==> config.mk <==
export PLATFORM = sky130hd
export DESIGN_NAME = multicycle_control_unit
export DESIGN_NICKNAME = d
export VERILOG_FILES = /design/src/rtl/multicycle_control_unit_pkg.sv /design/src/rtl/multicycle_control_unit_muldiv_counter.sv /design/src/rtl/multicycle_control_unit.sv
export SDC_FILE = /design/constraint.sdc
export NUM_CORES = 1
export LEC_CHECK = 0
export BUFFER_PORTS_ARGS = -buffer_cell sky130_fd_sc_hd__buf_2
export CAP_MARGIN = 5
export CORE_MARGIN = 2
export CORE_UTILIZATION = 50
export DETAILED_ROUTE_END_ITERATION = 8
export HOLD_SLACK_MARGIN = 0.05
export PLACE_DENSITY = 0.85
export SLEW_MARGIN = 40
export SYNTH_ARGS = -nofsm -noshare
export SYNTH_HDL_FRONTEND = slang
export SYNTH_HIERARCHICAL = 1
export SYNTH_SLANG_ARGS = --single-unit
==> constraint.sdc <==
create_clock -name clock -period 3.7 [get_ports clock]
set_input_delay 0.37 -clock clock [delete_from_list [all_inputs] [get_ports clock]]
set_output_delay 0.37 -clock clock [all_outputs]
set_load 0.01 [all_outputs]
==> src/rtl/multicycle_control_unit_pkg.sv <==
// rtl/multicycle_control_unit_pkg.sv - states, select encodings and opcode constants for the multi-cycle control unit
package multicycle_control_unit_pkg;

  typedef enum logic [3:0] {
    S_IDLE,
    S_FETCH,
    S_DECODE,
    S_MEM_ADDR,
    S_MEM_READ,
    S_MEM_WB,
    S_MEM_WRITE,
    S_R_EXEC,
    S_R_WB,
    S_I_EXEC,
    S_I_WB,
    S_BRANCH,
    S_JUMP,
    S_JUMP_REG,
    S_MULDIV,
    S_ILLEGAL
  } state_t;

  localparam logic [1:0] PC_PLUS4   = 2'b00;
  localparam logic [1:0] PC_BRANCH  = 2'b01;
  localparam logic [1:0] PC_JUMP    = 2'b10;
  localparam logic [1:0] PC_JR      = 2'b11;

  localparam logic [1:0] WA_RT      = 2'b00;
  localparam logic [1:0] WA_RD      = 2'b01;
  localparam logic [1:0] WA_R31     = 2'b10;

  localparam logic       ALU_A_PC   = 1'b0;
  localparam logic       ALU_A_RS   = 1'b1;

  localparam logic [1:0] ALU_B_RT   = 2'b00;
  localparam logic [1:0] ALU_B_FOUR = 2'b01;
  localparam logic [1:0] ALU_B_IMM  = 2'b10;
  localparam logic [1:0] ALU_B_BOFF = 2'b11;

  localparam logic [1:0] RES_ALU    = 2'b00;
  localparam logic [1:0] RES_DMEM   = 2'b01;
  localparam logic [1:0] RES_PC4    = 2'b10;
  localparam logic [1:0] RES_HILO   = 2'b11;

  localparam logic [5:0] OPCODE_RTYPE = 6'h00;
  localparam logic [5:0] OPCODE_J     = 6'h02;
  localparam logic [5:0] OPCODE_JAL   = 6'h03;
  localparam logic [5:0] OPCODE_BEQ   = 6'h04;
  localparam logic [5:0] OPCODE_ADDI  = 6'h08;
  localparam logic [5:0] OPCODE_LW    = 6'h23;
  localparam logic [5:0] OPCODE_SW    = 6'h2B;

  localparam logic [5:0] FUNCT_JR     = 6'h08;
  localparam logic [5:0] FUNCT_MFHI   = 6'h10;
  localparam logic [5:0] FUNCT_MFLO   = 6'h12;
  localparam logic [5:0] FUNCT_MULTU  = 6'h19;
  localparam logic [5:0] FUNCT_DIVU   = 6'h1B;
  localparam logic [5:0] FUNCT_ADD    = 6'h20;
  localparam logic [5:0] FUNCT_SUB    = 6'h22;
  localparam logic [5:0] FUNCT_OR     = 6'h25;
  localparam logic [5:0] FUNCT_SLT    = 6'h2A;

  // State that follows DECODE for a given instruction word.
  function automatic state_t decode_next(input logic [5:0] op, input logic [5:0] fn);
    state_t ns;
    ns = S_ILLEGAL;
    case (op)
      OPCODE_LW, OPCODE_SW: ns = S_MEM_ADDR;
      OPCODE_ADDI:          ns = S_I_EXEC;
      OPCODE_BEQ:           ns = S_BRANCH;
      OPCODE_J, OPCODE_JAL: ns = S_JUMP;
      OPCODE_RTYPE: begin
        case (fn)
          FUNCT_ADD, FUNCT_SUB, FUNCT_OR, FUNCT_SLT,
          FUNCT_MFHI, FUNCT_MFLO:   ns = S_R_EXEC;
          FUNCT_JR:                 ns = S_JUMP_REG;
          FUNCT_MULTU, FUNCT_DIVU:  ns = S_MULDIV;
          default:                  ns = S_ILLEGAL;
        endcase
      end
      default: ns = S_ILLEGAL;
    endcase
    return ns;
  endfunction

endpackage

==> src/rtl/multicycle_control_unit_muldiv_counter.sv <==
// rtl/multicycle_control_unit_muldiv_counter.sv - load/decrement/done counter timing the MULDIV phase
module multicycle_control_unit_muldiv_counter #(
  parameter int CYCLES = 32,
  parameter int WIDTH  = $clog2(CYCLES)
) (
  input  logic             clock,
  input  logic             reset,
  input  logic             load,
  input  logic             dec,
  output logic [WIDTH-1:0] count,
  output logic             done
);

  localparam logic [WIDTH-1:0] LOAD_VAL = WIDTH'(CYCLES - 1);

  always_ff @(posedge clock or posedge reset) begin
    if (reset) begin
      count <= '0;
    end else if (load) begin
      count <= LOAD_VAL;
    end else if (dec && (count != '0)) begin
      count <= count - WIDTH'(1);
    end
  end

  assign done = (count == '0);

endmodule

==> src/rtl/multicycle_control_unit.sv <==
// rtl/multicycle_control_unit.sv - multi-cycle MIPS control FSM with memory handshakes and counted mult/div phase
module multicycle_control_unit
  import multicycle_control_unit_pkg::*;
#(
  parameter int MULDIV_CYCLES = 32,
  parameter bit MEM_HANDSHAKE = 1'b1
) (
  input  logic       clock,
  input  logic       reset,
  input  logic [5:0] opcode,
  input  logic [5:0] funct,
  input  logic       zero,
  input  logic       imem_ready,
  input  logic       dmem_ready,
  output logic       imem_req,
  output logic       dmem_req,
  output logic       dmem_we,
  output logic       ir_we,
  output logic       pc_we,
  output logic [1:0] sel_pc,
  output logic       rf_we,
  output logic [1:0] sel_wa,
  output logic       sel_alu_a,
  output logic [1:0] sel_alu_b,
  output logic [1:0] sel_result,
  output logic       sel_hilo,
  output logic       muldiv_start,
  output logic       hilo_we,
  output logic       illegal
);

  localparam int CW = $clog2(MULDIV_CYCLES);
  localparam logic [CW-1:0] MD_FIRST = CW'(MULDIV_CYCLES - 1);

  state_t state, next_state, decoded;
  logic   mem_is_write;
  logic   imem_rdy, dmem_rdy;
  logic   md_load, md_dec, md_done;
  logic [CW-1:0] md_count;

  assign imem_rdy = MEM_HANDSHAKE ? imem_ready : 1'b1;
  assign dmem_rdy = MEM_HANDSHAKE ? dmem_ready : 1'b1;
  assign decoded  = decode_next(opcode, funct);

  always_ff @(posedge clock or posedge reset) begin
    if (reset) begin
      state <= S_IDLE;
    end else begin
      state <= next_state;
    end
  end

  // Load/store direction is captured at DECODE so MEM_ADDR does not depend on a live opcode.
  always_ff @(posedge clock or posedge reset) begin
    if (reset) begin
      mem_is_write <= 1'b0;
    end else if (state == S_DECODE) begin
      mem_is_write <= (opcode == OPCODE_SW);
    end
  end

  multicycle_control_unit_muldiv_counter #(
    .CYCLES(MULDIV_CYCLES),
    .WIDTH (CW)
  ) u_muldiv_counter (
    .clock(clock),
    .reset(reset),
    .load (md_load),
    .dec  (md_dec),
    .count(md_count),
    .done (md_done)
  );

  always_comb begin
    next_state   = state;
    imem_req     = 1'b0;
    dmem_req     = 1'b0;
    dmem_we      = 1'b0;
    ir_we        = 1'b0;
    pc_we        = 1'b0;
    sel_pc       = PC_PLUS4;
    rf_we        = 1'b0;
    sel_wa       = WA_RT;
    sel_alu_a    = ALU_A_PC;
    sel_alu_b    = ALU_B_RT;
    sel_result   = RES_ALU;
    sel_hilo     = 1'b0;
    muldiv_start = 1'b0;
    hilo_we      = 1'b0;
    illegal      = 1'b0;
    md_load      = 1'b0;
    md_dec       = 1'b0;

    case (state)
      S_IDLE: next_state = S_FETCH;

      S_FETCH: begin
        imem_req  = 1'b1;
        sel_alu_b = ALU_B_FOUR;
        if (imem_rdy) begin
          ir_we      = 1'b1;
          pc_we      = 1'b1;
          next_state = S_DECODE;
        end
      end

      S_DECODE: begin
        sel_alu_b  = ALU_B_BOFF;
        next_state = decoded;
        md_load    = (decoded == S_MULDIV);
      end

      S_MEM_ADDR: begin
        sel_alu_a  = ALU_A_RS;
        sel_alu_b  = ALU_B_IMM;
        next_state = mem_is_write ? S_MEM_WRITE : S_MEM_READ;
      end

      S_MEM_READ: begin
        dmem_req = 1'b1;
        if (dmem_rdy) next_state = S_MEM_WB;
      end

      S_MEM_WB: begin
        rf_we      = 1'b1;
        sel_wa     = WA_RT;
        sel_result = RES_DMEM;
        next_state = S_FETCH;
      end

      S_MEM_WRITE: begin
        dmem_req = 1'b1;
        dmem_we  = 1'b1;
        if (dmem_rdy) next_state = S_FETCH;
      end

      S_R_EXEC: begin
        sel_alu_a  = ALU_A_RS;
        sel_alu_b  = ALU_B_RT;
        next_state = S_R_WB;
      end

      S_R_WB: begin
        rf_we  = 1'b1;
        sel_wa = WA_RD;
        if (opcode == OPCODE_RTYPE && (funct == FUNCT_MFHI || funct == FUNCT_MFLO)) begin
          sel_result = RES_HILO;
          sel_hilo   = (funct == FUNCT_MFHI);
        end
        next_state = S_FETCH;
      end

      S_I_EXEC: begin
        sel_alu_a  = ALU_A_RS;
        sel_alu_b  = ALU_B_IMM;
        next_state = S_I_WB;
      end

      S_I_WB: begin
        rf_we      = 1'b1;
        sel_wa     = WA_RT;
        sel_result = RES_ALU;
        next_state = S_FETCH;
      end

      S_BRANCH: begin
        sel_alu_a  = ALU_A_RS;
        sel_alu_b  = ALU_B_RT;
        sel_pc     = PC_BRANCH;
        pc_we      = zero;
        next_state = S_FETCH;
      end

      S_JUMP: begin
        pc_we  = 1'b1;
        sel_pc = PC_JUMP;
        if (opcode == OPCODE_JAL) begin
          rf_we      = 1'b1;
          sel_wa     = WA_R31;
          sel_result = RES_PC4;
        end
        next_state = S_FETCH;
      end

      S_JUMP_REG: begin
        pc_we      = 1'b1;
        sel_pc     = PC_JR;
        next_state = S_FETCH;
      end

      // Counter holds MULDIV_CYCLES-1 only in the first MULDIV cycle, so that marks the start pulse.
      S_MULDIV: begin
        muldiv_start = (md_count == MD_FIRST);
        md_dec       = 1'b1;
        if (md_done) begin
          hilo_we    = 1'b1;
          next_state = S_FETCH;
        end
      end

      S_ILLEGAL: begin
        illegal    = 1'b1;
        next_state = S_FETCH;
      end

      default: next_state = S_IDLE;
    endcase
  end

endmodule

# --- Yosys cells after proc, flatten, opt, wreduce, memory -nomap -nowiden ---
# Cells that the tools add are included.
word_totals:
  regBits: 10
  in_bits: 17
  output_inout_bits: 19
  wordCells: 92
classes:
  n_addsub: 1
  eq_ne: 36
  muxes: 33
  reduce_logical: 19
op_table:
  columns: ["op", "n"]
  rows:
  - ["equality test 4 bit, second input constant", 9]
  - ["equality test 6 bit, second input constant", 6]
  - ["one-hot mux 4 bit (9 select lines)", 1]
  - ["equality test 6 x 5 -> 1 bit, second input constant", 4]
  - ["one-hot mux 4 bit (5 select lines)", 1]
  - ["one-hot mux 2 bit (3 select lines)", 3]
  - ["equality test 4 x 3 -> 1 bit, second input constant", 4]
  - ["two-way mux 4 bit", 4]
  - ["two-way mux 1 bit", 15]
  - ["equality test 6 x 2 -> 1 bit, second input constant", 2]
  - ["equality test 6 x 4 -> 1 bit, second input constant", 2]
  - ["one-hot mux 4 bit (3 select lines)", 1]
  - ["OR reduction 2 bit", 6]
  - ["two-way mux 5 bit", 2]
  - ["equality test 4 x 2 -> 1 bit, second input constant", 2]
  - ["!= test 2 bit, second input constant", 4]
  - ["OR reduction 8 bit", 1]
  - ["equality test 6 x 3 -> 1 bit, second input constant", 1]
  - ["logical NOT 6 bit", 1]
  - ["two-way mux 2 bit", 3]
  - ["OR reduction 6 bit", 1]
  - ["equality test 5 bit, second input constant", 1]
  - ["logical NOT 5 bit", 1]
  - ["nonzero test 5 bit", 1]
  - ["12 further kinds", 13]

# --- Longest topological paths before layout ---
logic_depth:
  word_depth: 7
  ltp_mapped: 7
  mapped_depth_nobuf: 7

# --- By module ---
# The synthesis kept the hierarchy.
by_module_without_submodules:
  columns: ["module", "n_inst", "cells_per_inst", "area_per_inst_um2", "seq_area_each_um2"]
  rows:
  - ["multicycle_control_unit", 1, 114, 779.5, 125.1]
  - ["multicycle_control_unit_muldiv_counter", 1, 25, 270.3, 125.1]

# --- Worst setup path before layout ---
# OpenSTA, ideal clock, no wires.
synth_timing:
  path_type: "input-to-reg"
  start: "in opcode[1]"
  end: "reg u_muldiv_counter.count[1]"
  setup_ns: 0.079
  arrival_time_ns: 1.880
  required_ns: 3.621
  slack_ns: 1.741
  cell_stages: 7
  path_buffers: 1
  path_cell_list: "buf_4 -> and3_2 -> a211oi_1 -> a21oi_1 -> nor4_1 -> nor2b_1 -> mux2i_1"
synth_via:
  elab_chain_len: 6
  elab_cells_between_ends: 14
  cone_classes: "eq/ne: 7; mux: 3; reduce/logical: 4"
synth_rtl:
  columns: ["item", "line", "rtl"]
  rows:
  - ["start: declaration", "multicycle_control_unit.sv:10", "input logic [5:0] opcode,"]
  - ["equality test 6 x 2 -> 1 bit or equality test 6 bit (tied branches)", "multicycle_control_unit_pkg.sv:67", "case (op)"]
  - ["OR reduction 2 bit", "multicycle_control_unit_pkg.sv:67", null]
  - ["one-hot mux 4 bit (5 select lines) (*)", "multicycle_control_unit_pkg.sv:67", null]
  - ["equality test 4 bit (*)", "multicycle_control_unit.sv:110", "md_load = (decoded == S_MULDIV);"]
  - ["two-way mux 1 bit (*)", "multicycle_control_unit.sv:94", "case (state)"]
  - ["net md_load", "multicycle_control_unit.sv:38", "logic md_load, md_dec, md_done;"]
  - ["two-way mux 5 bit or nonzero test 2 bit (tied branches)", null, null]
  - ["end signal: assignment", "multicycle_control_unit_muldiv_counter.sv:22", "count <= count - WIDTH'(1);"]
  - ["end: declaration", "multicycle_control_unit_muldiv_counter.sv:10", "output logic [WIDTH-1:0] count,"]
# Mark *: on every way through the listed nets, which the timed path passes. The rest lies on a longest branch.
# A chain may end at the register's enable or synchronous reset.

# --- Worst setup path in the final report ---
layout_timing:
  start: "reg state[1]"
  end: "reg u_muldiv_counter.count[1]"
layout_via:
  elab_cells_between_ends: 7
  cone_classes: "eq/ne: 2; mux: 3; reduce/logical: 2"
layout_rtl:
  columns: ["item", "line", "rtl"]
  rows:
  - ["start: declaration", "multicycle_control_unit.sv:35", "state_t state, next_state, decoded;"]
  - ["start signal: assignment", "multicycle_control_unit.sv:49", "state <= next_state;"]
  - ["equality test 4 x 2 -> 1 bit (*)", "multicycle_control_unit.sv:94", null]
  - ["two-way mux 1 bit (*)", "multicycle_control_unit.sv:94", null]
  - ["net md_load", "multicycle_control_unit.sv:38", null]
  - ["two-way mux 5 bit or nonzero test 2 bit (tied branches)", null, null]
# Marked as above.

==> out/results.txt <==
Status -> finished clean
CP Data Required Time -> 3.87 ns
Max stage delay on crit path -> 0.63 ns
Top_reg_cell synth -> dfrtp_1
Min Tclk post-route -> 2.19 ns
Total GRT Usage -> 21.6%
Final Setup Violations -> 0
Unrepaired setup endpoints after global routing -> false
Post-Synth Adder-Cell Area -> 1.19%
Final non-filler cell area -> 1250 sq um
P per Cell Area -> 599 nW/um^2
First-pass DRT Iterations -> 5
Syn Nets -> 157
Slew at the pin closest to its max-slew limit -> 0.631 ns
R2r startpoint -> state[1]$_DFFE_PP0P_
Final ANT Viol Nets -> 0
Setup total negative slack -> 0 ns
Reg clk slew, reported paths -> 0.06 ns
Worst hold slack -> 0.422 ns
Syn Inst Count -> 139
PnR worst setup slack -> 1.51 ns
Clk buf depth -> 2
Asr flop ratio synth -> 100%
Critical Path, Cell by Cell -> nand2b_1, or3_1, nor4_2, nor2b_1, mux2i_1
Setup crit start kind -> flip-flop
Final period util -> 59.2%
# IOs -> 36
CP top delay family -> simple AND/OR/NAND/NOR gates
Number of global-route vias before repair -> 1033
Crit. End Element -> flip-flop
Critical-path maximum fanout -> 18
Die Span Y -> 49.8 microns
Max Fclk -> 456 MHz
Via count -> 1164
DRT iter0 DRCs -> 26
Row cnt -> 16
Worst Hold Launch -> opcode[3]
Unique masters post-synth -> 47
Clk_lat worst skew -> 0.26 ns
Nets -> 191
CP Class -> reg -> reg
Count of final max-slew check failures -> 0
Most frequent cell after synthesis -> nor2_1
Area leader, netlist -> dfrtp_1
Vias per cell -> 5.88
DP HPWL -> 2.05 mm
CTS Hold Buffers Added -> 1
Area share of the largest cell type after synthesis -> 23.8%
Post-synth EDFFs -> 0
Area growth, synth to finish -> 19.2%
Port Buffers -> 35
Mean cell area of the mapped netlist -> 7.55 sq um
CTS Root Cell -> clkbuf_4
Die ar. -> 2480 sq um
CTS Sinks -> 10
Post-synthesis compound-gate area fraction -> 20.6%
WL per Instance -> 13.1 microns
Yosys reg bits -> 10
Core ar. -> 1960 sq um
CTS H-tree lvls -> 1
Maximum VDD drop -> 0.435 mV
DRC viols -> 0
First-pass GRT wire length -> 4.26 mm
Area of the mapped netlist -> 1050 sq um
Share of post-route cells with drive strength above 1 -> 27.5%
Slowest stage cell, crit path -> dfrtp_1
Ranking of synthesized cells by area -> dfrtp_1 (24%), nand2b_1 (6.6%), nor2_1 (5.7%)
Wirelength, routed -> 2.59 mm
GP Congestion -> 0.924
Antenna cells -> 0
Chip width -> 49.8 microns
Worst slack, placed -> 1.35 ns
Most instantiated cells after synthesis -> nor2_1 (16), nand2b_1 (11), a21oi_1 (10), dfrtp_1 (10)
Max Cap Viol -> 0
Largest net degree at the start of global routing -> 21
Leak -> 0.597 nW
Relative slew slack -> 57.6%
CTS resizes -> 0
Simple-Gate Fraction of Synth Area -> 44.3%
TritonCTS clock tree -> done
Initial core utilization -> 53.5%
Synth warnings -> 6
TritonCTS Buffers -> 3
Largest family of logic cells by synthesized area -> simple AND/OR/NAND/NOR gates
Clk_skew -> 0.00515 ns
Origin of the worst setup path -> state[1]$_DFFE_PP0P_
Total congestion overflow -> 0
Buf/Inv on CP -> 0
Sequential share of the synthesized area -> 23.8%
Post-synthesis mux area share -> 1.91%
Number of post-CTS setup repair buffers -> 0
Fillers -> 183
Dpl cell area -> 1210 sq um
Fin. Hold Viols -> 0
XOR/XNOR Fraction of Synth Area -> 0.834%
Initial antenna violation count -> 0
Worst Hold Class -> in -> reg
WP data arrival -> 2.37 ns
==> placed cells by master (no fill, tap or decap), types with 2 or more instances in the layout <==
cell type,synthesis,final
a31oi_1,2,2
mux2i_1,2,2
o22ai_1,2,2
nor4b_1,2,2
o31ai_1,3,3
buf_2,1,35
nor3b_1,2,2
nand3_1,5,5
o21ai_0,6,6
nand2b_1,11,11
and2_1,4,4
nor3_1,6,6
and3b_1,2,2
a21oi_1,10,10
nand2_1,8,8
clkbuf_4,0,3
nor2b_1,4,4
dfrtp_1,10,10
nor2_1,16,16
or2_2,3,3
inv_1,8,8
and3_1,2,2
==> registers in the layout (all words and copies together) (netlist names) <==
| name | cells |
|---|---|
| u_muldiv_counter/count | 5 |
| state | 4 |
| mem_is_write | 1 |
==> where the power goes <==
| group | total, mW | leakage [nW] | switching (mW) | internal (mW) |
|---|---|---|---|---|
| Combinational | 0.409 | 0.464 | 0.213 | 0.196 |
| Sequential | 0.270 | 0.119 | 0.111 | 0.160 |
| Clock | 0.0691 | 0.0138 | 0.0318 | 0.0373 |
==> metrics by stage <==
stage	instances	power, mW	utilization (%)
global route	198	0.822	63.8
detailed placement	194	0.676	61.8
floorplan	139	0.567	-
finish	198	0.749	63.8
global placement	194	0.657	61.8
CTS	198	0.752	63.5
==> final cells by class <==
class / count / area (sq um) / share of cell area [%]
clock buffers: 3 / 22.5 / 1.80
inverters: 8 / 30.0 / 2.40
multi-input cells: 114 / 729 / 58.3
flip-flops and latches: 10 / 250 / 20.0
well taps: 27 / 33.8 / 2.70
repair buffers: 36 / 185 / 14.8
==> path summary, 6_finish.rpt <==
path | to | slack [ns] | depth (start not counted)
max | u_muldiv_counter/count[1]$_DFFE_PP0P_ | 1.51 | 5
min reg2reg | mem_is_write$_DFFE_PP0P_ | 0.51 | 2
max reg2reg | u_muldiv_counter/count[1]$_DFFE_PP0P_ | 1.51 | 5
min | mem_is_write$_DFFE_PP0P_ | 0.42 | 3
min in group asynchronous | state[0]$_DFFE_PP0P_ | 0.56 | 3
max in group asynchronous | u_muldiv_counter/count[2]$_DFFE_PP0P_ | 2.96 | 3
==> cell families after synthesis <==
| logic type | count (synthesis) |
|---|---|
| buf+inv | 15 |
| mux | 2 |
| compound gates | 33 |
| xor+xnor | 1 |
| simple gates | 77 |
| flops | 10 |
| fa+ha+maj | 1 |
==> routing by layer <==
metal,wire length [microns],track usage [%],vias to the layer above,part of all wire [%]
li1,-,-,582,-
met1,1100,27.1,530,42
met2,1330,37.1,50,51
met3,148,5.76,2,5.7
met4,12,4.63,0,0.46
met5,0,0,-,0
==> worst register-to-register path, cell delays in order, from the launching register on <==
cell      delay, ns
dfrtp_1        0.63
nand2b_1       0.16
or3_1          0.41
nor4_2         0.63
nor2b_1        0.11
mux2i_1        0.18
Power figures use the tool's default switching activity.
